--- config.mk ---
export PLATFORM = sky130hd
export DESIGN_NAME = ai_qtable_arbiter
export DESIGN_NICKNAME = d
export VERILOG_FILES = /design/src/rtl/ai_qtable_arbiter.sv
export SDC_FILE = /design/constraint.sdc
export NUM_CORES = 1
export LEC_CHECK = 0
export CORE_ASPECT_RATIO = 1.25
export CORE_UTILIZATION = 25
export DETAILED_ROUTE_END_ITERATION = 10
export DONT_BUFFER_PORTS = 1
export HOLD_SLACK_MARGIN = 0.08
export SLEW_MARGIN = 20
export SYNTH_ARGS = -nofsm -noshare
export SYNTH_HDL_FRONTEND = slang
export SYNTH_SLANG_ARGS = --single-unit
--- constraint.sdc ---
create_clock -name clk -period 2.1 [get_ports clk]
set_clock_uncertainty 0.05 [all_clocks]
set_input_delay 0.63 -clock clk [delete_from_list [all_inputs] [get_ports clk]]
set_output_delay 0.63 -clock clk [all_outputs]
set_load 0.01 [all_outputs]
--- src/rtl/ai_qtable_arbiter.sv ---
// rtl/ai_qtable_arbiter.sv - round-robin arbiter sharing one Q-table ROM between two AI players
//
// Purpose: grants one of two players at a time to a single-port, read-only
// Q-table memory, waits out the memory read latency, then returns the
// decoded paddle action (word + 1) and pulses that player's ack.
//
// Ports:
//   clk, rst_n          clock, asynchronous active-low reset
//   req0/addr0          player-0 level request and table address
//   req1/addr1          player-1 level request and table address
//   ack0/ack1           one-cycle pulse when action0/action1 is updated
//   action0/action1     last action per player (0 = hold, table actions 1..4)
//   mem_addr/mem_dout   registered address to / read data from the Q-table
//   busy                high whenever the arbiter is not idle
//
// Optional: AI_PERF_CNT_EN adds saturating counters grant_cnt0, grant_cnt1
// and conflict_cnt.
module ai_qtable_arbiter #(
   parameter int ADDR_W  = 16,
   parameter int DATA_W  = 2,
   parameter int MEM_LAT = 1
) (
   input  logic              clk,
   input  logic              rst_n,
   input  logic              req0,
   input  logic [ADDR_W-1:0] addr0,
   input  logic              req1,
   input  logic [ADDR_W-1:0] addr1,
   output logic              ack0,
   output logic              ack1,
   output logic [2:0]        action0,
   output logic [2:0]        action1,
   output logic [ADDR_W-1:0] mem_addr,
   input  logic [DATA_W-1:0] mem_dout,
`ifdef AI_PERF_CNT_EN
   output logic [15:0]       grant_cnt0,
   output logic [15:0]       grant_cnt1,
   output logic [15:0]       conflict_cnt,
`endif
   output logic              busy
);

   // Three bits cover the full 1..7 latency range.
   localparam int CNT_W = 3;

   typedef enum logic [1:0] {
      S_IDLE = 2'd0,
      S_WAIT = 2'd1,
      S_ACK  = 2'd2
   } state_t;

   state_t            state_q, state_d;
   logic              gnt_q, gnt_d;
   logic              rr_q, rr_d;
   logic [CNT_W-1:0]  cnt_q, cnt_d;
   logic [ADDR_W-1:0] mem_addr_q, mem_addr_d;
   logic [2:0]        action0_q, action0_d;
   logic [2:0]        action1_q, action1_d;
   logic              ack0_q, ack0_d;
   logic              ack1_q, ack1_d;
   logic              busy_q, busy_d;
   logic              gnt_sel;
   logic [2:0]        action_new;

   // Table words are 0..3; widening before the +1 keeps 3 -> 4 from wrapping.
   assign action_new = 3'({1'b0, mem_dout}) + 3'd1;

   always_comb begin
      state_d    = state_q;
      gnt_d      = gnt_q;
      rr_d       = rr_q;
      cnt_d      = cnt_q;
      mem_addr_d = mem_addr_q;
      action0_d  = action0_q;
      action1_d  = action1_q;
      ack0_d     = 1'b0;
      ack1_d     = 1'b0;
      // Contention goes to rr_q; a lone request wins outright.
      gnt_sel    = (req0 && req1) ? rr_q : req1;

      case (state_q)
         S_IDLE: begin
            if (req0 || req1) begin
               gnt_d      = gnt_sel;
               mem_addr_d = gnt_sel ? addr1 : addr0;
               cnt_d      = CNT_W'(MEM_LAT);
               rr_d       = ~gnt_sel;
               state_d    = S_WAIT;
            end
         end
         S_WAIT: begin
            if (cnt_q == '0) begin
               if (gnt_q) begin
                  action1_d = action_new;
                  ack1_d    = 1'b1;
               end else begin
                  action0_d = action_new;
                  ack0_d    = 1'b1;
               end
               state_d = S_ACK;
            end else begin
               cnt_d = cnt_q - 1'b1;
            end
         end
         S_ACK: begin
            state_d = S_IDLE;
         end
         default: begin
            state_d = S_IDLE;
         end
      endcase

      busy_d = (state_d != S_IDLE);
   end

   always_ff @(posedge clk or negedge rst_n) begin
      if (!rst_n) begin
         state_q    <= S_IDLE;
         gnt_q      <= 1'b0;
         rr_q       <= 1'b0;
         cnt_q      <= '0;
         mem_addr_q <= '0;
         action0_q  <= 3'd0;
         action1_q  <= 3'd0;
         ack0_q     <= 1'b0;
         ack1_q     <= 1'b0;
         busy_q     <= 1'b0;
      end else begin
         state_q    <= state_d;
         gnt_q      <= gnt_d;
         rr_q       <= rr_d;
         cnt_q      <= cnt_d;
         mem_addr_q <= mem_addr_d;
         action0_q  <= action0_d;
         action1_q  <= action1_d;
         ack0_q     <= ack0_d;
         ack1_q     <= ack1_d;
         busy_q     <= busy_d;
      end
   end

   assign ack0     = ack0_q;
   assign ack1     = ack1_q;
   assign action0  = action0_q;
   assign action1  = action1_q;
   assign mem_addr = mem_addr_q;
   assign busy     = busy_q;

`ifdef AI_PERF_CNT_EN
   logic [15:0] grant_cnt0_q, grant_cnt0_d;
   logic [15:0] grant_cnt1_q, grant_cnt1_d;
   logic [15:0] conflict_cnt_q, conflict_cnt_d;

   always_comb begin
      grant_cnt0_d   = grant_cnt0_q;
      grant_cnt1_d   = grant_cnt1_q;
      conflict_cnt_d = conflict_cnt_q;
      if (state_q == S_ACK && !gnt_q && grant_cnt0_q != 16'hFFFF) begin
         grant_cnt0_d = grant_cnt0_q + 16'd1;
      end
      if (state_q == S_ACK && gnt_q && grant_cnt1_q != 16'hFFFF) begin
         grant_cnt1_d = grant_cnt1_q + 16'd1;
      end
      if (state_q == S_IDLE && req0 && req1 && conflict_cnt_q != 16'hFFFF) begin
         conflict_cnt_d = conflict_cnt_q + 16'd1;
      end
   end

   always_ff @(posedge clk or negedge rst_n) begin
      if (!rst_n) begin
         grant_cnt0_q   <= 16'd0;
         grant_cnt1_q   <= 16'd0;
         conflict_cnt_q <= 16'd0;
      end else begin
         grant_cnt0_q   <= grant_cnt0_d;
         grant_cnt1_q   <= grant_cnt1_d;
         conflict_cnt_q <= conflict_cnt_d;
      end
   end

   assign grant_cnt0   = grant_cnt0_q;
   assign grant_cnt1   = grant_cnt1_q;
   assign conflict_cnt = conflict_cnt_q;
`endif

endmodule
* Word level (Yosys, flattened, before mapping)
Cells that the tools add are included.
** Storage, ports and cells
- Register bits after elaboration :: 32
- Logic and storage cells :: 41
** Operators by class
- $add $sub $neg :: 2
- Eq/ne operators :: 3
- Mux-type cells :: 14
- Bitwise operators :: 2
- Reductions and logical operators :: 10
** Operators by type and width (count)
- $mux W16 :: 1
- $reduce_and A3 Y1 :: 3
- $mux W1 :: 7
- $mux W3 :: 2
- $pmux W3 S2 :: 1
- $mux W2 :: 2
- $ne A2 B2 Y1 const B :: 2
- $pmux W2 S2 :: 1
- $reduce_bool A2 Y1 :: 2
- $add A2 B1 Y3 const B :: 1
- $logic_not A3 Y1 :: 1
- $sub A3 B1 Y3 const B :: 1
- $eq A2 B1 Y1 const B :: 1
- $logic_not A2 Y1 :: 1
- $not A1 Y1 :: 2
- $reduce_and A2 Y1 :: 1
- $logic_and A1 B1 Y1 :: 1
- $logic_or A1 B1 Y1 :: 1

* Longest topological paths before layout
- Depth in word-level cells :: 4
- Gate-level depth with buffers :: 6
- Gate-level depth less buffers :: 5

* Least setup slack after synthesis
OpenSTA, ideal clock, no wires.
- Path kind :: input to register
- Start point :: in req1
- End point :: reg rr_q
- Library setup time :: 0.119 ns
- Arrival time :: 1.534 ns
- Required time :: 1.931 ns
- Path slack :: 0.397 ns
- Cell stages on the path :: 6
- Path buffers :: 3
- Path through :: buf_6 or2_1 buf_6 and2_4 buf_6 o21a_1
** Between the ends
- Cells in the longest elaborated chain, start to end :: 3
- Elaborated cells on any way between the ends :: 5
- Those cells by class :: mux (1); bitwise (1); reduce/logical (3)
** RTL lines
- start: declaration :: line 27 : input logic req1,
- $logic_and A1 B1 Y1 :: line 79 : gnt_sel = (req0 && req1) ? rr_q : req1;
- $mux W1 :: line 79
- $not A1 Y1 :: line 87 : rr_d = ~gnt_sel;
- end signal: assignment :: line 131 : rr_q <= rr_d;
- end: declaration :: line 54 : logic rr_q, rr_d;
Several ways; a longest one is shown, not always the timed one.
A chain may end at the register's enable or synchronous reset.

* Final worst setup path
- Start point :: reg cnt_q[0]
- End point :: reg action0_q[1] (netlist: action0[1])
** Between the ends
- Cells in the longest elaborated chain, start to end :: 2
** RTL lines
- start: declaration :: line 55 : logic [CNT_W-1:0] cnt_q, cnt_d;
- start signal: assignment :: line 132 : cnt_q <= cnt_d;
- $logic_not A3 Y1 :: line 92 : if (cnt_q == '0) begin
- $reduce_and A3 Y1 (no line)
- end signal: assignment :: line 134 : action0_q <= action0_d;
- end: declaration :: line 57 : logic [2:0] action0_q, action0_d;
Every way passes these cells.

==> impl_metrics.xml <==
<?xml version="1.0" encoding="UTF-8"?>
<metrics>
  <group name="critical_path">
    <metric name="r2r_slack" unit="ns">0.46</metric>
    <metric name="reg2reg_end" unit="">action0[1]$_DFFE_PN0P_</metric>
    <metric name="worst_ep_required_time" unit="ns">2.23</metric>
    <metric name="critical_path.startpoint_type" unit="">flop</metric>
    <metric name="worstPathArrival" unit="ns">1.77</metric>
    <metric name="endpoint_kind" unit="">flop</metric>
    <metric name="rr_worst_depth" unit="">5</metric>
    <metric name="setup.worst_path.class" unit="">flop to flop</metric>
    <metric name="worst-path-max-fanout" unit="">4</metric>
    <metric name="regToRegStartpoint" unit="">cnt_q[0]$_DFFE_PN0P_</metric>
  </group>
  <group name="clocking">
    <metric name="cts_resized" unit="">0</metric>
    <metric name="cts.sink_count" unit="">32</metric>
    <metric name="clockRootBuffer" unit="">sky130_fd_sc_hd__clkbuf_8</metric>
    <metric name="clk_pin_slew_worst_paths" unit="ns">0.08</metric>
    <metric name="tritoncts" unit="">done</metric>
    <metric name="cts_hold_bufs" unit="">1</metric>
    <metric name="insertion_delay" unit="ns">0.28</metric>
    <metric name="cts_setup_buffers" unit="">0</metric>
    <metric name="numCtsBuffers" unit="">5</metric>
    <metric name="clock_path_buffers" unit="">2</metric>
    <metric name="htree_num_levels" unit="">2</metric>
  </group>
  <group name="finish">
    <metric name="most-common-layout-cells" unit="">sky130_fd_sc_hd__dfrtp_1 (32), sky130_fd_sc_hd__nand3_1 (18), sky130_fd_sc_hd__a21oi_1 (17), sky130_fd_sc_hd__a31oi_1 (17), sky130_fd_sc_hd__o21ai_0 (16)</metric>
    <metric name="post_route_cells_drive_above_1_share" unit="%">14.0</metric>
    <metric name="most_frequent_standard_cell_in_the_layout_excluding_fill_and_tap_cells" unit="">sky130_fd_sc_hd__dfrtp_1</metric>
    <metric name="areaGrowthSynthToFinish" unit="%">9.63</metric>
    <metric name="insertedDiodeCount" unit="">0</metric>
    <metric name="final_std_cells_w_o_fill" unit="">216</metric>
    <metric name="fin_nets" unit="">190</metric>
    <metric name="post-route-util" unit="%">28.4</metric>
  </group>
  <group name="sta">
    <metric name="totalNegativeSetupSlack" unit="ns">0</metric>
    <metric name="finalHoldViolations" unit="">0</metric>
    <metric name="maxClockFrequency" unit="GHz">0.609</metric>
    <metric name="final-setup-viol-count" unit="">0</metric>
    <metric name="layout_min_cycle_time" unit="ns">1.64</metric>
    <metric name="final.hold.worst_slack" unit="ns">0.114</metric>
    <metric name="max-slew-margin-rel" unit="%">69.3</metric>
    <metric name="rsz0062_at_grt" unit="">false</metric>
    <metric name="fin_ws" unit="ns">0.457</metric>
    <metric name="fin_crit_sh" unit="%">78.3</metric>
    <metric name="worstMarginPinSlew" unit="ns">0.460</metric>
    <metric name="slew_viol_final" unit="">0</metric>
  </group>
  <group name="logic_synthesis">
    <metric name="syn_avg_cell_area" unit="µm²">10.1</metric>
    <metric name="ys_dominant_reg_cell" unit="">sky130_fd_sc_hd__dfrtp_1</metric>
    <metric name="synth_cell_types" unit="">25</metric>
    <metric name="ys_ff_latch" unit="">32</metric>
    <metric name="netlist_area" unit="mm²">0.00151</metric>
    <metric name="synth.yosys.seq_area_share" unit="%">53.1</metric>
    <metric name="synthesis.nets" unit="">190</metric>
    <metric name="syn_inst" unit="">149</metric>
    <metric name="number_of_warnings_reported_in_the_yosys_synthesis_log" unit="">0</metric>
    <metric name="synth-edff-count" unit="">0</metric>
    <metric name="async_sr_flop_fraction" unit="%">100</metric>
  </group>
  <group name="routing">
    <metric name="vias" unit="">1142</metric>
    <metric name="route.detailed.wl_per_inst" unit="µm">18.0</metric>
    <metric name="vias_per_cell" unit="">5.29</metric>
    <metric name="drc_errors" unit="">0</metric>
    <metric name="wl" unit="µm">3880</metric>
    <metric name="routed_antenna_nets" unit="">0</metric>
    <metric name="dr.first_iter.drc_count" unit="">40</metric>
    <metric name="length_of_the_first_detailed_routing_pass_in_iterations" unit="">4</metric>
  </group>
  <group name="pwr">
    <metric name="power.switching" unit="mW">1.04</metric>
    <metric name="combPwrFrac" unit="%">33.4</metric>
    <metric name="power_switching_share" unit="%">40.8</metric>
    <metric name="cell_internal_pwr" unit="mW">1.50</metric>
    <metric name="peakVddDrop" unit="mV">0.390</metric>
    <metric name="p_per_area" unit="mW/mm²">1540</metric>
    <metric name="cellLeakagePower" unit="nW">0.691</metric>
    <metric name="share_clk_of_total_power" unit="%">18.7</metric>
    <metric name="p_seq_share" unit="%">47.8</metric>
  </group>
  <group name="job">
    <metric name="max_cap_violations" unit="">0</metric>
  </group>
  <group name="outcome">
    <metric name="run_status" unit="">complete, no violations</metric>
  </group>
  <group name="place">
    <metric name="finalWeightedCongestion" unit="">0.774</metric>
    <metric name="portBuffers" unit="">0</metric>
    <metric name="preCtsSetupSlack" unit="ns">0.441</metric>
    <metric name="dp.cells" unit="">207</metric>
    <metric name="post-dp-hpwl" unit="µm">2670</metric>
  </group>
  <group name="floorplan">
    <metric name="fp.dieW" unit="µm">71.5</metric>
    <metric name="die-area" unit="mm²">0.00635</metric>
    <metric name="initial_utilization" unit="%">25.9</metric>
    <metric name="top_level_ports" unit="">63</metric>
    <metric name="row_count" unit="">31</metric>
    <metric name="core_ar" unit="mm²">0.00582</metric>
    <metric name="die_height" unit="µm">88.8</metric>
  </group>
  <group name="min_path">
    <metric name="hp-class" unit="">input pin to asynchronous set/reset pin</metric>
  </group>
  <group name="grt">
    <metric name="via_count_of_the_first_global_routing_pass" unit="">1101</metric>
    <metric name="grt_pass1_wl" unit="µm">6070</metric>
    <metric name="grt_remaining_overflow" unit="">0</metric>
    <metric name="grt_antenna_before_repair" unit="">0</metric>
    <metric name="gr-usage-all-layers" unit="%">13.2</metric>
    <metric name="grt_max_degree" unit="">33</metric>
  </group>
</metrics>
## logic make-up after synthesis
kind of cell / synth area share, %
and+or+nand+nor: 11.7
buffers and inverters: 7.22
adders and majority gates: 2.49
AOI/OAI and AO/OA: 21.2
DFF: 53.1
muxes: 4.32
## worst max path at each step
stage	startpoint	to	depth (start not counted)
3_3_place_gp	cnt_q[0]$_DFFE_PN0P_	action0[1]$_DFFE_PN0P_	5
4_1_cts	cnt_q[0]$_DFFE_PN0P_	action0[1]$_DFFE_PN0P_	5
2_1_floorplan	req1	rr_q$_DFFE_PN0P_	6
5_1_grt	cnt_q[0]$_DFFE_PN0P_	action0[2]$_DFFE_PN0P_	5
3_5_place_dp	req0	mem_addr[10]$_DFFE_PN0P_	4
6_report	cnt_q[0]$_DFFE_PN0P_	action0[1]$_DFFE_PN0P_	5
## stage by stage
step	total power, mW	cell area [µm²]
2_1_floorplan	1.86	1510
4_1_cts	2.58	1650
3_3_place_gp	2.05	1550
6_report	2.54	1650
5_1_grt	2.77	1650
3_5_place_dp	2.07	1550
## critical path: stages, from the launching register on
cell and delay [ns]:
sky130_fd_sc_hd__dfrtp_1 0.40, sky130_fd_sc_hd__inv_1 0.08, sky130_fd_sc_hd__ha_1 0.18, sky130_fd_sc_hd__and4bb_2 0.26
sky130_fd_sc_hd__and2_1 0.22, sky130_fd_sc_hd__mux2_2 0.35
## routing by layer
layer | wire (µm) | GRT usage [%]
met5 | 0 | 0
met3 | 292 | 5.69
met1 | 1600 | 15.4
met4 | 61 | 5.35
met2 | 1930 | 21.6
## cells in the mapped netlist (all sizes together), types with 3 or more instances
library cell  instances  share of area (%)
nand2b                3                1.2
buf                   7                4.0
a21oi                17                5.6
ha                    3                2.5
mux2                  4                3.0
nand3                18                6.0
inv                   7                1.7
a31oi                17                7.1
o21ai                17                5.6
dfrtp                32                 53
clkbuf                6                1.5
## registers in the layout, summed over array words and instances, names as in the netlist
| name | flops |
|---|---|
| ack0 | 1 |
| ack1 | 1 |
| action0 | 3 |
| action1 | 3 |
| busy | 1 |
| cnt_q | 3 |
| gnt_q | 1 |
| mem_addr | 16 |
| rr_q | 1 |
| state_q | 2 |
## power groups by stage
stage	registers (mW)	logic, mW	clock network [mW]
after floorplan	1.17	0.695	0
after global placement	1.23	0.825	0
after detailed placement	1.24	0.835	0
after CTS	1.22	0.862	0.494
after global routing	1.26	0.980	0.530
final	1.22	0.850	0.476
## final cells by class
cell class | count | area, µm²
Multi-Input combinational cell | 97 | 598
Timing Repair Buffer | 6 | 57.6
Fill cell | 628 | 4170
Sequential cell | 32 | 801
Inverter | 7 | 26.3
Clock inverter | 3 | 18.8
Clock buffer | 5 | 68.8
Tap cell | 66 | 82.6
No activity file was read; power rests on OpenSTA's default activity.
